==> src/rtl/result_drain_pkg.sv <==
// Shared types and sizing helpers for the result drain block.
//   drain_state_t : serialiser FSM states
//   elem_idx_w()  : width of a tile element index, never below one bit
package result_drain_pkg;

    typedef enum logic [1:0] {
        IDLE  = 2'd0,
        WRITE = 2'd1,
        DONE  = 2'd2
    } drain_state_t;

    // Default array geometry; instances with other N1/N2 size themselves
    // through elem_idx_w().
    localparam int DEF_N1     = 4;
    localparam int DEF_N2     = 4;
    localparam int TILE_ELEMS = DEF_N1 * DEF_N2;

    function automatic int elem_idx_w(input int elems);
        return (elems > 1) ? $clog2(elems) : 1;
    endfunction

    localparam int ELEM_W = elem_idx_w(TILE_ELEMS);

endpackage

==> src/rtl/drain_addr_gen.sv <==
// Tile position tracking and result-memory address generation.
//   tile_adv   : a tile completed (accepted or dropped); step tc/tr/base
//   tile_start : the completing tile is accepted; latch its base
//   e_sel      : element index to address (0 when tile_start)
//   addr       : base + i*M3 + j for e_sel (combinational)
//   tile_cnt   : tiles seen since reset
module drain_addr_gen #(
    parameter int N1           = 4,
    parameter int N2           = 4,
    parameter int MATRIXSIZE_W = 16,
    parameter int ADDR_W_C     = 12,
    parameter int EW           = 4
) (
    input  logic                    clk,
    input  logic                    rst,
    input  logic [MATRIXSIZE_W-1:0] M1dN1,
    input  logic [MATRIXSIZE_W-1:0] M3dN2,
    input  logic                    tile_adv,
    input  logic                    tile_start,
    input  logic [EW-1:0]           e_sel,
    output logic [ADDR_W_C-1:0]     addr,
    output logic [MATRIXSIZE_W-1:0] tile_cnt
);

    localparam logic [MATRIXSIZE_W-1:0] ONE = MATRIXSIZE_W'(1);

    logic [MATRIXSIZE_W-1:0] tc;
    logic [MATRIXSIZE_W-1:0] tr;
    logic [ADDR_W_C-1:0]     m3;
    logic [ADDR_W_C-1:0]     row_step;
    logic [ADDR_W_C-1:0]     row_base;
    logic [ADDR_W_C-1:0]     base_next;
    logic [ADDR_W_C-1:0]     cur_base;
    logic [ADDR_W_C-1:0]     base_sel;
    int unsigned             e_int;
    int unsigned             i_idx;
    int unsigned             j_idx;

    assign m3       = ADDR_W_C'(M3dN2) * ADDR_W_C'(N2);
    assign row_step = m3 * ADDR_W_C'(N1);

    // base_next always points at the tile that will complete next, so a
    // dropped tile still moves later tiles to their proper place.
    always_ff @(posedge clk) begin
        if (rst) begin
            tc        <= '0;
            tr        <= '0;
            row_base  <= '0;
            base_next <= '0;
            cur_base  <= '0;
            tile_cnt  <= '0;
        end else begin
            if (tile_start)
                cur_base <= base_next;
            if (tile_adv) begin
                tile_cnt <= tile_cnt + ONE;
                if (tc == M3dN2 - ONE) begin
                    tc <= '0;
                    if (tr == M1dN1 - ONE) begin
                        tr        <= '0;
                        row_base  <= '0;
                        base_next <= '0;
                    end else begin
                        tr        <= tr + ONE;
                        row_base  <= row_base + row_step;
                        base_next <= row_base + row_step;
                    end
                end else begin
                    tc        <= tc + ONE;
                    base_next <= base_next + ADDR_W_C'(N2);
                end
            end
        end
    end

    always_comb begin
        base_sel = tile_start ? base_next : cur_base;
        e_int    = 32'(e_sel);
        i_idx    = e_int / N2;
        j_idx    = e_int % N2;
        addr     = base_sel + ADDR_W_C'(i_idx) * m3 + ADDR_W_C'(j_idx);
    end

endmodule

==> src/rtl/result_drain.sv <==
// Captures finished PE tile sums along the diagonal wavefront, double-buffers
// the completed tile and writes it, one element per cycle, into result
// memory C (row-major).
//   clk, rst              : clock, synchronous active-high reset
//   M1dN1, M3dN2          : row / column tile counts
//   M1xM3dN1xN2           : total tiles to write
//   init[i][j], acc[i][j] : per-PE completion strobe and result
//   wr_en/wr_addr/wr_data : result memory write port (registered)
//   busy                  : serialiser writing
//   done                  : all tiles written (sticky)
//   overflow              : a tile was dropped (sticky)
module result_drain
    import result_drain_pkg::*;
#(
    parameter int N1           = 4,
    parameter int N2           = 4,
    parameter int MATRIXSIZE_W = 16,
    parameter int ACC_W        = 32,
    parameter int ADDR_W_C     = 12
) (
    input  logic                    clk,
    input  logic                    rst,
    input  logic [MATRIXSIZE_W-1:0] M1dN1,
    input  logic [MATRIXSIZE_W-1:0] M3dN2,
    input  logic [MATRIXSIZE_W-1:0] M1xM3dN1xN2,
    input  logic [N2-1:0]           init [N1-1:0],
    input  logic [ACC_W-1:0]        acc  [N1-1:0][N2-1:0],
    output logic                    wr_en,
    output logic [ADDR_W_C-1:0]     wr_addr,
    output logic [ACC_W-1:0]        wr_data,
    output logic                    busy,
    output logic                    done,
    output logic                    overflow
);

    localparam int             TE     = N1 * N2;
    localparam int             EW     = elem_idx_w(TE);
    localparam logic [EW-1:0]  LAST_E = EW'(TE - 1);
    localparam logic [EW-1:0]  E_ONE  = EW'(1);

    drain_state_t            state;
    drain_state_t            state_nxt;
    logic [EW-1:0]           e_cur;
    logic [EW-1:0]           e_nxt;
    logic [ACC_W-1:0]        cap      [TE];
    logic [ACC_W-1:0]        shadow   [TE];
    logic [ACC_W-1:0]        tile_src [TE];
    logic                    tc_evt;
    logic                    last_el;
    logic                    tiles_done;
    logic                    accept;
    logic                    drop;
    logic                    tile_adv;
    logic [MATRIXSIZE_W-1:0] tile_cnt;
    logic [ADDR_W_C-1:0]     gen_addr;
    logic                    wr_en_nxt;
    logic                    busy_nxt;
    logic                    done_nxt;
    logic                    overflow_nxt;
    logic [ADDR_W_C-1:0]     wr_addr_nxt;
    logic [ACC_W-1:0]        wr_data_nxt;

    // Capture and shadow buffers, one register per element. The last
    // element arrives in the tile-complete cycle, so it bypasses cap.
    for (genvar gi = 0; gi < N1; gi++) begin : g_row
        for (genvar gj = 0; gj < N2; gj++) begin : g_col
            localparam int K = gi * N2 + gj;

            always_ff @(posedge clk) begin
                if (init[gi][gj])
                    cap[K] <= acc[gi][gj];
            end

            if (K == TE - 1) begin : g_last
                assign tile_src[K] = acc[gi][gj];
            end else begin : g_body
                assign tile_src[K] = cap[K];
            end

            always_ff @(posedge clk) begin
                if (accept)
                    shadow[K] <= tile_src[K];
            end
        end
    end

    assign tc_evt     = init[N1-1][N2-1];
    assign last_el    = (state == WRITE) && (e_cur == LAST_E);
    assign tiles_done = (tile_cnt == M1xM3dN1xN2);
    assign accept     = tc_evt && ((state == IDLE) || (last_el && !tiles_done));
    assign drop       = tc_evt && (state == WRITE) && !last_el;
    assign tile_adv   = tc_evt && (state != DONE);

    drain_addr_gen #(
        .N1          (N1),
        .N2          (N2),
        .MATRIXSIZE_W(MATRIXSIZE_W),
        .ADDR_W_C    (ADDR_W_C),
        .EW          (EW)
    ) u_addr_gen (
        .clk       (clk),
        .rst       (rst),
        .M1dN1     (M1dN1),
        .M3dN2     (M3dN2),
        .tile_adv  (tile_adv),
        .tile_start(accept),
        .e_sel     (e_nxt),
        .addr      (gen_addr),
        .tile_cnt  (tile_cnt)
    );

    // State and output registers
    always_ff @(posedge clk) begin
        if (rst) begin
            state    <= IDLE;
            e_cur    <= '0;
            wr_en    <= 1'b0;
            wr_addr  <= '0;
            wr_data  <= '0;
            busy     <= 1'b0;
            done     <= 1'b0;
            overflow <= 1'b0;
        end else begin
            state    <= state_nxt;
            e_cur    <= e_nxt;
            wr_en    <= wr_en_nxt;
            wr_addr  <= wr_addr_nxt;
            wr_data  <= wr_data_nxt;
            busy     <= busy_nxt;
            done     <= done_nxt;
            overflow <= overflow_nxt;
        end
    end

    // Next state; e_nxt is the element that will be on the port next cycle
    always_comb begin
        state_nxt = state;
        e_nxt     = e_cur;
        case (state)
            IDLE: begin
                if (accept) begin
                    state_nxt = WRITE;
                    e_nxt     = '0;
                end
            end
            WRITE: begin
                if (!last_el)
                    e_nxt = e_cur + E_ONE;
                else if (accept)
                    e_nxt = '0;
                else if (tiles_done)
                    state_nxt = DONE;
                else
                    state_nxt = IDLE;
            end
            DONE:    state_nxt = DONE;
            default: state_nxt = IDLE;
        endcase
    end

    // Element 0 of a newly accepted tile is read from the capture side
    // because the shadow only loads on the same edge.
    always_comb begin
        wr_en_nxt    = (state_nxt == WRITE);
        busy_nxt     = wr_en_nxt;
        done_nxt     = (state_nxt == DONE);
        overflow_nxt = overflow | drop;
        wr_addr_nxt  = wr_addr;
        wr_data_nxt  = wr_data;
        if (wr_en_nxt) begin
            wr_addr_nxt = gen_addr;
            wr_data_nxt = accept ? tile_src[0] : shadow[e_nxt];
        end
    end

endmodule

==> config.mk <==
export PLATFORM = sky130hd
export DESIGN_NAME = result_drain
export DESIGN_NICKNAME = d
export VERILOG_FILES = /design/src/rtl/result_drain_pkg.sv /design/src/rtl/drain_addr_gen.sv /design/src/rtl/result_drain.sv
export SDC_FILE = /design/constraint.sdc
export NUM_CORES = 1
export LEC_CHECK = 0
export CORE_AREA = 5 5 278 280
export DETAILED_ROUTE_END_ITERATION = 8
export DIE_AREA = 0 0 283 285
export PLACE_DENSITY = 0.94
export SYNTH_ARGS = -nofsm -noshare
export SYNTH_HDL_FRONTEND = slang
export SYNTH_HIERARCHICAL = 1
export SYNTH_SLANG_ARGS = --single-unit
==> constraint.sdc <==
create_clock -name clk -period 52.9 [get_ports clk]
set_input_delay 10.58 -clock clk [delete_from_list [all_inputs] [get_ports clk]]
set_output_delay 10.58 -clock clk [all_outputs]
set_load 0.05 [all_outputs]
==> metrics.md, run 1 <==
| Metric | Value |
|---|---|
| Status | finished, violations left |
| Failing checks | capacitance limit |
| Cell area after synthesis | 0.04267 mm² |
| Max Slew Vio Count | 0 |
| Final GP Congestion | 0.9093 |
| Post-synthesis mux area share | 5.237% |
| PwrDens | 38.40 mW/mm² |
| Vias per inst | 6.417 |
| # setup viols final | 0 |
| Worst r2r src | u_addr_gen/tile_cnt[0]$_SDFFE_PP0P_ |
| GRT overflow | 0 |
| Final Hold Viols | 0 |
| Post-cts hold buffer count | 0 |
| Hold_sp | cap[0][38]$_DFFE_PP_ |
| Placed cells | 4206 |
| Mean Syn Cell Area | 15.82 µm² |
| Yosys warns | 6 |
| WP data arrival | 16870 ps |
| RSZ-0062 raised after global routing | no |
| Synth Area in XOR/XNOR | 2.340% |
| Layout Utilization | 72.13% |
| WS Path Type | in -> reg |
| WHS | 390.4 ps |
| WL final | 139.7 mm |
| Flop2flop setup slack | 46330 ps |
| F_max | 0.06048 GHz |
| DIE HEIGHT | 285 µm |
| Layout cells sized above 1 | 7.428% |
| Synth Area in Adders | 1.108% |
| Commonest non-fill, non-tap cell in the layout | edfxtp_1 |
| Maximum level of the CTS H-tree | 3 |
| Cell leakage power | 19.55 nW |
| Hold Crit Depth | 0 |
| Minimum clock period | 16530 ps |
| Area delta synth->final | 25.42% |
| Initial antenna violation count | 44 |
| Maximum clock path buffer count | 3 |
| R2R depth | 10 |
| Net Count, Synth | 3312 |
| VDD IR max | 0.00003962 V |
| Register bit total from synthesis | 1129 |
| Die W | 283 µm |
| TritonCTS clock tree | yes |
| Largest net degree at the start of global routing | 169 |
| First-pass GRT wire length | 191.8 mm |
| Crit path max fanout | 168 |
| Root buffer cell | clkbuf_16 |
| Commonest cells after routing, fill and taps aside | 992 x edfxtp_1, 609 x clkdlybuf4s50_1, 261 x nand2_1 |
| Sequential area share after synthesis | 76.24% |
| Post-CTS Setup Inserts | 0 |
| DRC Markers | 0 |
| Clock transition at the registers of the reported paths | 70 ps |
| Async set or reset register ratio after synthesis | 0% |
| Post-Synth Simple-Gate Area | 7.489% |
| Final std cells w/o fill | 4434 |
| Number of max-cap violations | 1 |
| Clk_skew | 80.51 ps |
| Cells after Synth | 2698 |
| Core Area | 0.07420 mm² |
| Total GRT Usage | 32.61% |
| CP endpoint kind | register |
| Required @ worst endpoint | 53240 ps |
| Nets@finish | 3959 |
| Post-CTS resize count | 0 |
| DR WL/cell | 31.50 µm |
| Tightest Pin Transition | 1433 ps |
| Num CTS Buffers | 106 |
| # rows | 100 |
| Total clock sinks | 1129 |
| Final HPWL from detailed placement | 90.57 mm |
| DRT iter0 DRCs | 4751 |
| Final-layout fill cell count | 4169 |
| Setup crit start kind | primary input |
| Hold Path End | shadow[1][6]$_DFFE_PP_ |
| IO Pins | 626 |
| Detailed Routing Iterations Pass 1 | 6 |
| Vias in the first global route | 27910 |
| Die Area | 0.08066 mm² |
| Via Count | 28450 |
| Setup_tns | 0 ps |
| Distinct cells, synth | 82 |
| Reg2reg end | shadow[14][20]$_DFFE_PP_ |
| Synth Area in Compound Gates | 5.853% |
| Fin crit share | 31.25% |
| Antenna Violating Nets Remaining | 0 |
| Initial Utilization | 57.51% |
| Post-synth EDFFs | 992 |
| Clock Latency Late Sink | 720 ps |
| Main synth FF type | edfxtp_1 |
| Worst-case headroom to the max-slew limit | 1.968% |
| Hold Crit Class | reg -> reg |
| Main combinational cell family by area after synthesis | simple AND/OR/NAND/NOR gates |
| Port bufs | 625 |
[worst max-delay path by stage]
stage / from / to / slack [ps] / cells after the start
after floorplan: M1xM3dN1xN2[11] / wr_addr[10]$_SDFFE_PP0P_ / 23520 / 17
after global placement: M1xM3dN1xN2[11] / shadow[14][29]$_DFFE_PP_ / 35940 / 11
after detailed placement: M1xM3dN1xN2[11] / shadow[14][30]$_DFFE_PP_ / 35750 / 11
after CTS: M1xM3dN1xN2[11] / shadow[4][25]$_DFFE_PP_ / 36470 / 11
after global routing: M1xM3dN1xN2[11] / shadow[14][20]$_DFFE_PP_ / 35980 / 11
final: M1xM3dN1xN2[11] / shadow[14][20]$_DFFE_PP_ / 36370 / 11
[power by group]
part           total [mW]  switching [mW]  internal [mW]
Clock               0.811           0.356          0.455
Sequential           1.07          0.0291           1.04
Combinational       0.174           0.104         0.0697
Total                2.06           0.489           1.57
[area by class of cell]
cell class | count | area [µm²] | share of cell area (%)
multi-input combinational | 1401 | 9417 | 17.59
sequential | 1129 | 32530 | 60.78
clock inverter | 62 | 794.5 | 1.485
inverter | 51 | 200.2 | 0.3741
clock buffer | 134 | 2860 | 5.344
tap | 969 | 1212 | 2.265
timing repair buffer | 656 | 6424 | 12.00
antenna | 32 | 80.08 | 0.1496
[flip-flops by register name, summed over array words and instances, names as in the netlist]
register / cells
shadow: 512
cap: 480
wr_data: 32
u_addr_gen/tc: 16
u_addr_gen/tile_cnt: 16
u_addr_gen/tr: 16
u_addr_gen/base_next: 12
u_addr_gen/cur_base: 12
u_addr_gen/row_base: 12
wr_addr: 12
e_cur: 4
state: 2
busy: 1
done: 1
overflow: 1
[critical path, stage by stage]
cell             delay, ps
clkdlybuf4s50_1        500
xor2_1                 150
nor4_1                  90
and4_1                 360
o21ai_0                210
nand2_1                170
inv_8                  650
buf_4                 1010
buf_4                  970
buf_4                  950
buf_4                  880
[Yosys cell counts (33+ instances only)]
cell      count  area share, %
buf_2        47           0.55
xor2_1       60            1.2
clkbuf_1     53           0.47
a21oi_1      89            1.0
xnor2_1      54            1.1
ha_1         33           0.97
nor2_1       98           0.86
inv_1        49           0.43
mux2i_1     212            5.0
nand3_1     112            1.3
nand2_1     261            2.3
o21ai_0      72           0.84
edfxtp_1    992             70
and2_1       34           0.50
dfxtp_1     137            6.4
[cells by family after synthesis]
logic type	count (synthesis)
buf+inv	168
fa+ha+maj	36
simple gates	656
xor+xnor	114
flops	1129
mux	222
compound gates	373
[routing by layer]
layer / part of all wire (%) / track usage [%]
met1: 32 / 39.83
met2: 47 / 52.82
met3: 12 / 8.035
met4: 8.2 / 20.28
met5: 0.078 / 0
[through the flow]
step	area (µm²)	power, mW	setup slack, ps
after global routing	53500	2.101	35980
after CTS	53440	2.040	36470
after floorplan	42670	1.157	23520
final	53520	2.055	36370
after global placement	49780	1.237	35940
after detailed placement	49780	1.249	35750
Note: power is estimated with default switching activity, not from simulation.
==> run 2, diff against run 1 <==
--- a/config.mk
+++ b/config.mk
@@ -5,10 +5,10 @@
 export SDC_FILE = /design/constraint.sdc
 export NUM_CORES = 1
 export LEC_CHECK = 0
-export CORE_AREA = 5 5 278 280
+export CORE_AREA = 5 5 302 304
 export DETAILED_ROUTE_END_ITERATION = 8
-export DIE_AREA = 0 0 283 285
-export PLACE_DENSITY = 0.94
+export DIE_AREA = 0 0 307 309
+export PLACE_DENSITY = 0.85
 export SYNTH_ARGS = -nofsm -noshare
 export SYNTH_HDL_FRONTEND = slang
 export SYNTH_HIERARCHICAL = 1
==> constraint.sdc (replaced) <==
create_clock -name clk -period 14.2 [get_ports clk]
set_input_delay 2.84 -clock clk [delete_from_list [all_inputs] [get_ports clk]]
set_output_delay 2.84 -clock clk [all_outputs]
set_load 0.05 [all_outputs]
==> metrics.md, run 2 (synthesis results as in run 1) <==
| Metric | Value |
|---|---|
| Port bufs | 625 |
| Area taken by multi-input logic gates | 0.009417 mm² |
| Final GP Congestion | 0.9127 |
| Root buffer cell | clkbuf_16 |
| RSZ-0062 raised after global routing | no |
| Clock Latency Late Sink | 690 ps |
| Reg area | 0.03253 mm² |
| Minimum clock period | 7803 ps |
| Area delta synth->final | 25.57% |
| Layout cells sized above 1 | 6.826% |
| Initial antenna violation count | 35 |
| Die W | 307 µm |
| Worst-case headroom to the max-slew limit | 7.785% |
| R2R depth | 11 |
| Status | finished, final reports clean |
| VDD IR max | 0.0001446 V |
| Vias per inst | 5.774 |
| Cell leakage power | 19.44 nW |
| Core Area | 0.08797 mm² |
| Initial Utilization | 48.51% |
| Final std cells w/o fill | 4625 |
| Maximum clock path buffer count | 3 |
| Reg with most FFs | shadow |
| WS Path Type | in -> reg |
| Worst r2r src | e_cur[0]$_SDFF_PP0_ |
| Commonest non-fill, non-tap cell in the layout | edfxtp_1 |
| Crit path max fanout | 90 |
| Max Slew Vio Count | 0 |
| Setup_tns | 0 ps |
| Crit path to | wr_addr[10]$_SDFFE_PP0P_ |
| Switching Fraction | 22.92% |
| Int Power | 5.731 mW |
| Total GRT Usage | 25.95% |
| Die Area | 0.09486 mm² |
| Regs by FF count | shadow (512), cap (480), wr_data (32) |
| Setup crit start kind | primary input |
| F_max | 0.1282 GHz |
| Slowest CP cell | or4b_2 |
| Final HPWL from detailed placement | 88.85 mm |
| Crit-path most repeated cell | o21ai_0 |
| Antenna Violating Nets Remaining | 0 |
| WP data arrival | 8380 ps |
| Crit-path leading delay family | simple AND/OR/NAND/NOR gates |
| Post-cts hold buffer count | 0 |
| Sequential share of power | 53.3% |
| Total clock sinks | 1129 |
| Clock transition at the registers of the reported paths | 60 ps |
| Number of max-cap violations | 0 |
| Final-layout fill cell count | 6174 |
| DRC Markers | 0 |
| Fin crit share | 54.95% |
| Flop2flop setup slack | 8510 ps |
| Max FFs per register | 512 |
| Clock share of power | 38.2% |
| DR WL/cell | 27.70 µm |
| Hold Crit Class | reg -> reg |
| Placed cells | 4396 |
| Vias in the first global route | 26570 |
| Nets@finish | 3954 |
| CP max stage delay | 600 ps |
| Placed cell area | 0.05002 mm² |
| Num CTS Buffers | 107 |
| Post-CTS resize count | 0 |
| DRT iter0 DRCs | 3682 |
| WHS | 403.6 ps |
| Via Count | 26700 |
| Clk_skew | 51.90 ps |
| Required @ worst endpoint | 14780 ps |
| # setup viols final | 0 |
| CP endpoint kind | register |
| First-pass GRT wire length | 179.9 mm |
| PwrDens | 138.8 mW/mm² |
| Worst path depth | 22 |
| Maximum level of the CTS H-tree | 3 |
| IO Pins | 626 |
| Detailed Routing Iterations Pass 1 | 6 |
| GRT overflow | 0 |
| Commonest cells after routing, fill and taps aside | 992 x edfxtp_1, 613 x clkdlybuf4s50_1, 261 x nand2_1 |
| Reg2reg end | wr_data[30]$_SDFFE_PP0P_ |
| Post-CTS Setup Inserts | 0 |
| Combinational Power Share | 8.5% |
| Crit-path cells | clkdlybuf4s50_1 -> xor2_1 -> nor4_1 -> and4_1 -> o21ai_0 -> nand2_1 -> buf_4 -> inv_8 -> mux2_2 -> ha_1 -> inv_1 -> fa_1 -> nor2b_1 -> o21ai_0 -> a21boi_0 -> o21ai_0 -> a21oi_1 -> o21ai_0 -> or4b_2 -> o311ai_0 -> mux2i_1 -> nor2_1 |
| # rows | 109 |
| Final Hold Viols | 0 |
| DIE HEIGHT | 309 µm |
| Worst Setup SP | M1xM3dN1xN2[11] |
| WL final | 128.1 mm |
| Cell area after layout | 0.05358 mm² |
| TritonCTS clock tree | yes |
| Switch Pwr | 1.704 mW |
| Overall Power | 7.435 mW |
| Bufs and invs on worst path | 4 |
| Tightest Pin Transition | 1348 ps |
| Largest net degree at the start of global routing | 185 |
==> run 2: cell types whose count changed in the layout (fill, tap and decap cells not counted), moves of 3 or more <==
cell	change
buf_2	-4
buf_4	-7
bufinv_16	-8
clkbuf_1	+8
clkbuf_16	+3
clkbuf_8	+3
clkdlybuf4s50_1	+4
clkinv_1	+3
clkinv_2	-7
clkinv_4	-3
==> run 2: routing by layer <==
metal  wire [µm]  vias up  GRT usage [%]
met2       63500     1739          43.36
met1       45720    13080          32.20
met4        6834       12          13.08
li1            -    11580              -
met3       12000      290          5.792
met5          70        -              0
==> run 2: metrics by stage <==
step / worst slack (ps) / utilization, %
floorplan: 401.1 / -
global placement: 5975 / 56.86
detailed placement: 5905 / 56.86
CTS: 6583 / 60.82
global route: 6247 / 60.88
finish: 6397 / 60.91
==> run 2: worst min-delay path by stage <==
stage / depth (start not counted) / slack, ps / to / from
floorplan: 0 / 400 / shadow[10][0]$_DFFE_PP_ / cap[1][64]$_DFFE_PP_
global placement: 0 / 400 / shadow[9][27]$_DFFE_PP_ / cap[1][59]$_DFFE_PP_
detailed placement: 0 / 400 / shadow[10][17]$_DFFE_PP_ / cap[1][81]$_DFFE_PP_
CTS: 0 / 410 / shadow[7][25]$_DFFE_PP_ / cap[0][249]$_DFFE_PP_
global route: 0 / 410 / shadow[7][25]$_DFFE_PP_ / cap[0][249]$_DFFE_PP_
finish: 0 / 400 / shadow[7][25]$_DFFE_PP_ / cap[0][249]$_DFFE_PP_
==> run 2: power by group through the flow <==
stage	Combinational, mW	Clock (mW)	Sequential (mW)
final	0.629	2.84	3.97
after global routing	0.656	3.02	3.98
after CTS	0.626	2.87	3.96
after detailed placement	0.619	0	4.03
after global placement	0.605	0	4.01
after floorplan	0.231	0	4.05
==> run 2: final cells by class <==
type | instances | area share, %
sequential | 1129 | 60.71
tap | 1165 | 2.720
timing repair buffer | 650 | 11.96
inverter | 51 | 0.3736
multi-input combinational | 1401 | 17.57
clock buffer | 148 | 5.611
antenna | 32 | 0.1494
clock inverter | 49 | 0.8943
